[src/rtl/load_buffer.sv]
// Load buffer: tracks in-flight loads from dispatch through address capture,
// store-conflict clearance, a single outstanding datactrl read and write-back.
module load_buffer #(
  parameter int LBWidth      = 3,
  parameter int ROBWidth     = 4,
  parameter int AddressWidth = 32,
  parameter int IDWidth      = 32
) (
  input  logic                    clk_in,
  input  logic                    rst_n_in,
  input  logic                    rdy_in,
  input  logic                    rob_rst_in,
  input  logic                    dispatcher_lbuffer_en_in,
  input  logic [2:0]              dispatcher_lbuffer_funct3_in,
  input  logic [ROBWidth-1:0]     dispatcher_lbuffer_h_in,
  output logic                    lbuffer_dispatcher_full_out,
  input  logic [ROBWidth-1:0]     addrunit_lbuffer_h_in,
  input  logic [AddressWidth-1:0] addrunit_lbuffer_address_in,
  output logic                    lbuffer_rob_en_out,
  output logic [ROBWidth-1:0]     lbuffer_rob_rob_index_out,
  output logic [LBWidth-1:0]      lbuffer_rob_lbuffer_index_out,
  input  logic [LBWidth-1:0]      rob_lbuffer_index_in,
  output logic                    lbuffer_datactrl_en_out,
  output logic [AddressWidth-1:0] lbuffer_datactrl_addr_out,
  output logic [2:0]              lbuffer_datactrl_width_out,
  input  logic                    datactrl_lbuffer_en_in,
  input  logic [IDWidth-1:0]      datactrl_lbuffer_data_in,
  output logic [ROBWidth-1:0]     lbuffer_rob_h_out,
  output logic [IDWidth-1:0]      lbuffer_rob_value_out
);
  localparam int NE = 1 << LBWidth;

  typedef enum logic [2:0] {
    E_FREE, E_NOADDR, E_ADDR, E_WAIT, E_READY, E_ISSUED
  } entry_e;
  typedef enum logic {MEM_IDLE, MEM_BUSY} mem_e;

  entry_e                  state_q [NE];
  entry_e                  state_d [NE];
  logic [2:0]              funct3_q [NE];
  logic [2:0]              funct3_d [NE];
  logic [ROBWidth-1:0]     tag_q [NE];
  logic [ROBWidth-1:0]     tag_d [NE];
  logic [AddressWidth-1:0] addr_q [NE];
  logic [AddressWidth-1:0] addr_d [NE];

  mem_e                    mem_q, mem_d;
  logic [LBWidth-1:0]      cur_q, cur_d;
  logic                    drop_q, drop_d;

  logic                    rep_en_q, rep_en_d;
  logic [ROBWidth-1:0]     rep_tag_q, rep_tag_d;
  logic [LBWidth-1:0]      rep_idx_q, rep_idx_d;
  logic                    dc_en_q, dc_en_d;
  logic [AddressWidth-1:0] dc_addr_q, dc_addr_d;
  logic [2:0]              dc_width_q, dc_width_d;
  logic [ROBWidth-1:0]     wb_h_q, wb_h_d;
  logic [IDWidth-1:0]      wb_val_q, wb_val_d;

  logic                    free_found, addr_found, ready_found;
  logic [LBWidth-1:0]      free_idx, addr_idx, ready_idx;

  function automatic logic [IDWidth-1:0] extend(input logic [2:0] f3,
                                                input logic [IDWidth-1:0] raw);
    logic [IDWidth-1:0] r;
    case (f3[1:0])
      2'b00:   r = {{(IDWidth-8){~f3[2] & raw[7]}}, raw[7:0]};
      2'b01:   r = {{(IDWidth-16){~f3[2] & raw[15]}}, raw[15:0]};
      default: r = raw;
    endcase
    return r;
  endfunction

  function automatic logic [2:0] size_onehot(input logic [1:0] size);
    case (size)
      2'b00:   return 3'b001;
      2'b01:   return 3'b010;
      default: return 3'b100;
    endcase
  endfunction

  // Entry 0 is the "none" index and is never allocated; scanning downwards
  // leaves the lowest matching index in each *_idx.
  always_comb begin
    free_found  = 1'b0;
    free_idx    = '0;
    addr_found  = 1'b0;
    addr_idx    = '0;
    ready_found = 1'b0;
    ready_idx   = '0;
    for (int i = NE - 1; i >= 1; i--) begin
      if (state_q[i] == E_FREE)  begin free_found  = 1'b1; free_idx  = LBWidth'(i); end
      if (state_q[i] == E_ADDR)  begin addr_found  = 1'b1; addr_idx  = LBWidth'(i); end
      if (state_q[i] == E_READY) begin ready_found = 1'b1; ready_idx = LBWidth'(i); end
    end
  end

  assign lbuffer_dispatcher_full_out = ~free_found;

  always_comb begin
    state_d    = state_q;
    funct3_d   = funct3_q;
    tag_d      = tag_q;
    addr_d     = addr_q;
    mem_d      = mem_q;
    cur_d      = cur_q;
    drop_d     = drop_q;
    rep_en_d   = rep_en_q;
    rep_tag_d  = rep_tag_q;
    rep_idx_d  = rep_idx_q;
    dc_en_d    = dc_en_q;
    dc_addr_d  = dc_addr_q;
    dc_width_d = dc_width_q;
    wb_h_d     = wb_h_q;
    wb_val_d   = wb_val_q;
    if (rdy_in) begin
      rep_en_d = 1'b0;
      dc_en_d  = 1'b0;
      wb_h_d   = '0;
      if (rob_rst_in) begin
        for (int i = 1; i < NE; i++)
          if (state_q[i] != E_ISSUED) state_d[i] = E_FREE;
        // A return landing in the flush cycle retires the read on the spot.
        if (mem_q == MEM_BUSY) begin
          if (datactrl_lbuffer_en_in) begin
            state_d[cur_q] = E_FREE;
            mem_d          = MEM_IDLE;
            drop_d         = 1'b0;
          end else begin
            drop_d = 1'b1;
          end
        end
      end else begin
        if (dispatcher_lbuffer_en_in && free_found) begin
          state_d[free_idx]  = E_NOADDR;
          funct3_d[free_idx] = dispatcher_lbuffer_funct3_in;
          tag_d[free_idx]    = dispatcher_lbuffer_h_in;
        end
        if (addrunit_lbuffer_h_in != '0) begin
          for (int i = 1; i < NE; i++) begin
            if (state_q[i] == E_NOADDR && tag_q[i] == addrunit_lbuffer_h_in) begin
              state_d[i] = E_ADDR;
              addr_d[i]  = addrunit_lbuffer_address_in;
            end
          end
        end
        if (addr_found) begin
          state_d[addr_idx] = E_WAIT;
          rep_en_d          = 1'b1;
          rep_tag_d         = tag_q[addr_idx];
          rep_idx_d         = addr_idx;
        end
        if (rob_lbuffer_index_in != '0 && state_q[rob_lbuffer_index_in] == E_WAIT)
          state_d[rob_lbuffer_index_in] = E_READY;
        case (mem_q)
          MEM_IDLE: begin
            if (ready_found) begin
              state_d[ready_idx] = E_ISSUED;
              dc_en_d            = 1'b1;
              dc_addr_d          = addr_q[ready_idx];
              dc_width_d         = size_onehot(funct3_q[ready_idx][1:0]);
              cur_d              = ready_idx;
              mem_d              = MEM_BUSY;
            end
          end
          default: begin
            if (datactrl_lbuffer_en_in) begin
              state_d[cur_q] = E_FREE;
              mem_d          = MEM_IDLE;
              drop_d         = 1'b0;
              if (!drop_q) begin
                wb_h_d   = tag_q[cur_q];
                wb_val_d = extend(funct3_q[cur_q], datactrl_lbuffer_data_in);
              end
            end
          end
        endcase
      end
    end
  end

  always_ff @(posedge clk_in or negedge rst_n_in) begin
    if (!rst_n_in) begin
      state_q    <= '{default: E_FREE};
      funct3_q   <= '{default: '0};
      tag_q      <= '{default: '0};
      addr_q     <= '{default: '0};
      mem_q      <= MEM_IDLE;
      cur_q      <= '0;
      drop_q     <= 1'b0;
      rep_en_q   <= 1'b0;
      rep_tag_q  <= '0;
      rep_idx_q  <= '0;
      dc_en_q    <= 1'b0;
      dc_addr_q  <= '0;
      dc_width_q <= '0;
      wb_h_q     <= '0;
      wb_val_q   <= '0;
    end else begin
      state_q    <= state_d;
      funct3_q   <= funct3_d;
      tag_q      <= tag_d;
      addr_q     <= addr_d;
      mem_q      <= mem_d;
      cur_q      <= cur_d;
      drop_q     <= drop_d;
      rep_en_q   <= rep_en_d;
      rep_tag_q  <= rep_tag_d;
      rep_idx_q  <= rep_idx_d;
      dc_en_q    <= dc_en_d;
      dc_addr_q  <= dc_addr_d;
      dc_width_q <= dc_width_d;
      wb_h_q     <= wb_h_d;
      wb_val_q   <= wb_val_d;
    end
  end

  // Pulses are single-cycle registered strobes with no back-pressure; a
  // frozen cycle (rdy_in low) masks them and holds them for the next live cycle.
  assign lbuffer_rob_en_out            = rep_en_q & rdy_in;
  assign lbuffer_rob_rob_index_out     = rep_tag_q;
  assign lbuffer_rob_lbuffer_index_out = rep_idx_q;
  assign lbuffer_datactrl_en_out       = dc_en_q & rdy_in;
  assign lbuffer_datactrl_addr_out     = dc_addr_q;
  assign lbuffer_datactrl_width_out    = dc_width_q;
  assign lbuffer_rob_h_out             = rdy_in ? wb_h_q : '0;
  assign lbuffer_rob_value_out         = wb_val_q;
endmodule
[config.mk]
export PLATFORM = sky130hd
export DESIGN_NAME = load_buffer
export DESIGN_NICKNAME = d
export VERILOG_FILES = /design/src/rtl/load_buffer.sv
export SDC_FILE = /design/constraint.sdc
export NUM_CORES = 1
export LEC_CHECK = 0
export ABC_AREA = 1
export CAP_MARGIN = 20
export CORE_ASPECT_RATIO = 1.5
export CORE_MARGIN = 8
export CORE_UTILIZATION = 58
export DETAILED_ROUTE_END_ITERATION = 16
export PLACE_DENSITY = 0.8
export SYNTH_ARGS = -nofsm -noshare
export SYNTH_HDL_FRONTEND = slang
export SYNTH_SLANG_ARGS = --single-unit
[constraint.sdc]
create_clock -name clk_in -period 2.4 [get_ports clk_in]
set_input_delay 0.36 -clock clk_in [delete_from_list [all_inputs] [get_ports clk_in]]
set_output_delay 0.36 -clock clk_in [all_outputs]
set_load 0.01 [all_outputs]
==> impl_metrics.py <==
metrics = {
    "clocking": {
        "clk_latency_ns": 0.55,
        "cts-root-buf": "clkbuf_16",
        "htreeDepth": 2,
        "clk_path_buf_depth": 3,
        "tritoncts": "yes",
        "cts_buffers": 38,
        "clkSlewWorstSetupHoldPaths_ns": 0.06,
        "cts.sinks": 388,
    },
    "grt": {
        "grt_overflow": 0,
        "antenna_found_initial": 0,
        "grt_pass1_vias": 17900,
        "groute.usage.overall": 0.304,
        "grt_pass1_wl_mm": 93.3,
        "grt_max_degree": 68,
    },
    "route": {
        "vias": 17500,
        "drt-pass1-iter-count": 6,
        "postRouteWirelength_mm": 58.3,
        "drc": 0,
        "wl_per_cell_um": 19.1,
        "vias_per_cell": 5.72,
        "ant_nets": 0,
        "initialDrtViolationCount": 1283,
    },
    "layout": {
        "syn_to_final_growth_pct": 22.1,
        "layout_commonest_cell": "nand2_1",
        "final_nets": 2704,
        "fin_cells": 3057,
        "antenna_cells": 0,
        "drive_gt1_frac": 0.0907,
        "final_cell_mix": "nand2_1 (663), dfrtp_1 (387), o21ai_0 (368)",
    },
    "floorplan": {
        "num_io_pins": 165,
        "fp.dieW_um": 163,
        "die_area_mm2": 0.0385,
        "start_util": 0.590,
        "die_h_um": 236,
        "rows": 80,
        "coreArea_mm2": 0.0318,
    },
    "worst_setup_path": {
        "cp_data_arrival_time_ns": 2.68,
        "ff2ff_setup_slack_ns": 0.14,
        "cp-startpoint": "state_q[4]$_DFFE_PN0P_",
        "r2r_cells": 11,
        "r2r-start": "state_q[4]$_DFFE_PN0P_",
        "critPathCaptureType": "flop",
        "required_ns": 2.83,
        "start_kind": "flop",
        "crit_end": "lbuffer_datactrl_addr_out[15]$_DFFE_PN0P_",
        "r2r_end": "lbuffer_datactrl_addr_out[15]$_DFFE_PN0P_",
        "path_max_fanout": 31,
        "critPathKind": "reg2reg",
    },
    "logic_synthesis": {
        "synth_top_cell_by_area": "dfrtp_1",
        "synth_flop_cell": "dfrtp_1",
        "ys_warn_count": 0,
        "ys_seq_elements": 388,
        "synth_area_mm2": 0.0188,
        "ys_types": 44,
        "syn_area_per_cell_um2": 7.76,
        "syn_inst": 2419,
        "synth.area.top_cells": "dfrtp_1 (52%), nand2_1 (13%), o21ai_0 (9.8%), inv_1 (5.9%), a21oi_1 (3.9%)",
        "postSynthNetCount": 2503,
        "synth_edf_count": 0,
        "synth_top_area_frac": 0.517,
        "ys_seq_area_frac": 0.517,
        "async_flop_share": 1.00,
    },
    "timing": {
        "max_slew_margin": 0.580,
        "finalHoldViolations": 0,
        "fin_crit_ns": 2.26,
        "setup_violations": 0,
        "rsz0062_at_grt": "false",
        "finalCritPeriodShare": 0.940,
        "fmax_mhz": 443,
        "worst-slew-pin-transition_ns": 0.631,
        "slew_viol_final": 0,
        "skew_ns": 0.0167,
    },
    "placed_design": {
        "globalplace.congestion": 0.993,
        "port_buffers": 164,
        "hpwl_mm": 40.4,
        "dp.cells": 2986,
    },
    "power_and_ir_drop": {
        "ir_worst_vdd_mv": 0.788,
        "p_total_mw": 19.8,
        "power_leakage_nw": 11.2,
        "p_per_area_mw_per_mm2": 865,
    },
    "outcome": {
        "status": "completed",
    },
    "job": {
        "cap_viol_max_count": 0,
    },
    "worst_hold_path": {
        "hp-class": "in2reg",
    },
}
[flip-flops by register name (all words and copies together) (netlist names)]
| signal | count |
|---|---|
| funct3_q | 24 |
| lbuffer_rob_rob_index_out | 4 |
| tag_q | 32 |
| lbuffer_rob_value_out | 32 |
| lbuffer_datactrl_width_out | 3 |
| dc_en_q | 1 |
| state_q | 23 |
| lbuffer_rob_lbuffer_index_out | 3 |
| lbuffer_datactrl_addr_out | 32 |
| wb_h_q | 4 |
| addr_q | 224 |
| rep_en_q | 1 |
| cur_q | 3 |
| mem_q | 1 |
| drop_q | 1 |
[cell usage after synthesis (13+ instances only)]
master / count
a21oi_1: 145
buf_2: 39
clkbuf_1: 73
dfrtp_1: 388
inv_1: 297
inv_2: 20
nand2_1: 664
nand3_1: 90
nand4_1: 19
nor2_1: 142
nor3_1: 40
o21ai_0: 368
o21ai_1: 15
o221ai_1: 20
o22ai_1: 13
[kinds of logic (layout without fill, tap and decap cells)]
logic type	Yosys count	count (layout)	share of synthesized area
AO/OA/AOI/OAI	593	593	0.168
AND/OR/NAND/NOR	989	989	0.218
flip-flops	388	388	0.517
XOR/XNOR	8	8	0.00373
buffers and inverters	441	669	0.0926
[what timing repair did]
item                       4_1_cts  5_1_grt
gates resized for setup          2        9
setup endpoints to repair        1       36
pin swaps                        0        1
hold endpoints to repair        55        0
setup buffers                    2        1
hold buffers                     1        0
[how the worst min path moves through the flow]
stage / startpoint / end / slack [ns] / cells after the start
final: datactrl_lbuffer_data_in[0] / lbuffer_rob_value_out[0]$_DFFE_PN0P_ / 0.36 / 3
after global routing: datactrl_lbuffer_data_in[6] / lbuffer_rob_value_out[6]$_DFFE_PN0P_ / 0.37 / 3
after CTS: datactrl_lbuffer_data_in[0] / lbuffer_rob_value_out[0]$_DFFE_PN0P_ / 0.35 / 3
after detailed placement: rst_n_in / state_q[3]$_DFFE_PN0P_ / 0.37 / 1
after global placement: rst_n_in / state_q[3]$_DFFE_PN0P_ / 0.37 / 1
after floorplan: rst_n_in / addr_q[0]$_DFFE_PN0P_ / 0.06 / 0
[critical path: stages, from the launching register on]
cell	delay, ns
dfrtp_1	0.40
inv_1	0.10
nand3_1	0.18
nand2_1	0.19
nand2_1	0.17
a21oi_4	0.21
nor2_4	0.09
inv_1	0.11
buf_12	0.23
o21ai_0	0.14
nor3_1	0.24
nor2_1	0.08
[power breakdown]
group | internal, mW | switching (mW)
registers | 7.79 | 0.757
clock network | 3.53 | 2.57
logic | 2.31 | 2.86
total | 13.6 | 6.19
[per-layer routing]
layer / routed length (um) / vias to the layer above / GRT usage
li1: - / 8171 / -
met1: 21100 / 8369 / 0.344
met2: 29700 / 720 / 0.528
met3: 3440 / 241 / 0.0389
met4: 4050 / 0 / 0.197
met5: 0 / - / 0
[through the flow]
stage / setup TNS (ns) / setup WS [ns] / utilization / area [um^2] / hold WS (ns)
final: 0 / 0.144 / 0.720 / 22900 / 0.361
after global routing: 0 / 0.0177 / 0.720 / 22900 / 0.367
after CTS: 0 / 0.00899 / 0.719 / 22900 / 0.354
after detailed placement: -2.76 / -0.0748 / 0.679 / 21600 / 0.369
after global placement: -0.0922 / -0.0122 / 0.679 / 21600 / 0.366
after floorplan: 0 / 0.543 / - / 18800 / 0.0644
[area by class of cell]
class	instances	area [um^2]
timing repair buffer	284	2860
tap	410	513
inverter	318	1190
multi-input combinational	1590	7390
sequential	388	9710
clock inverter	13	151
clock buffer	54	1100
fill	2537	8910
(Power assumes the default switching activity.)
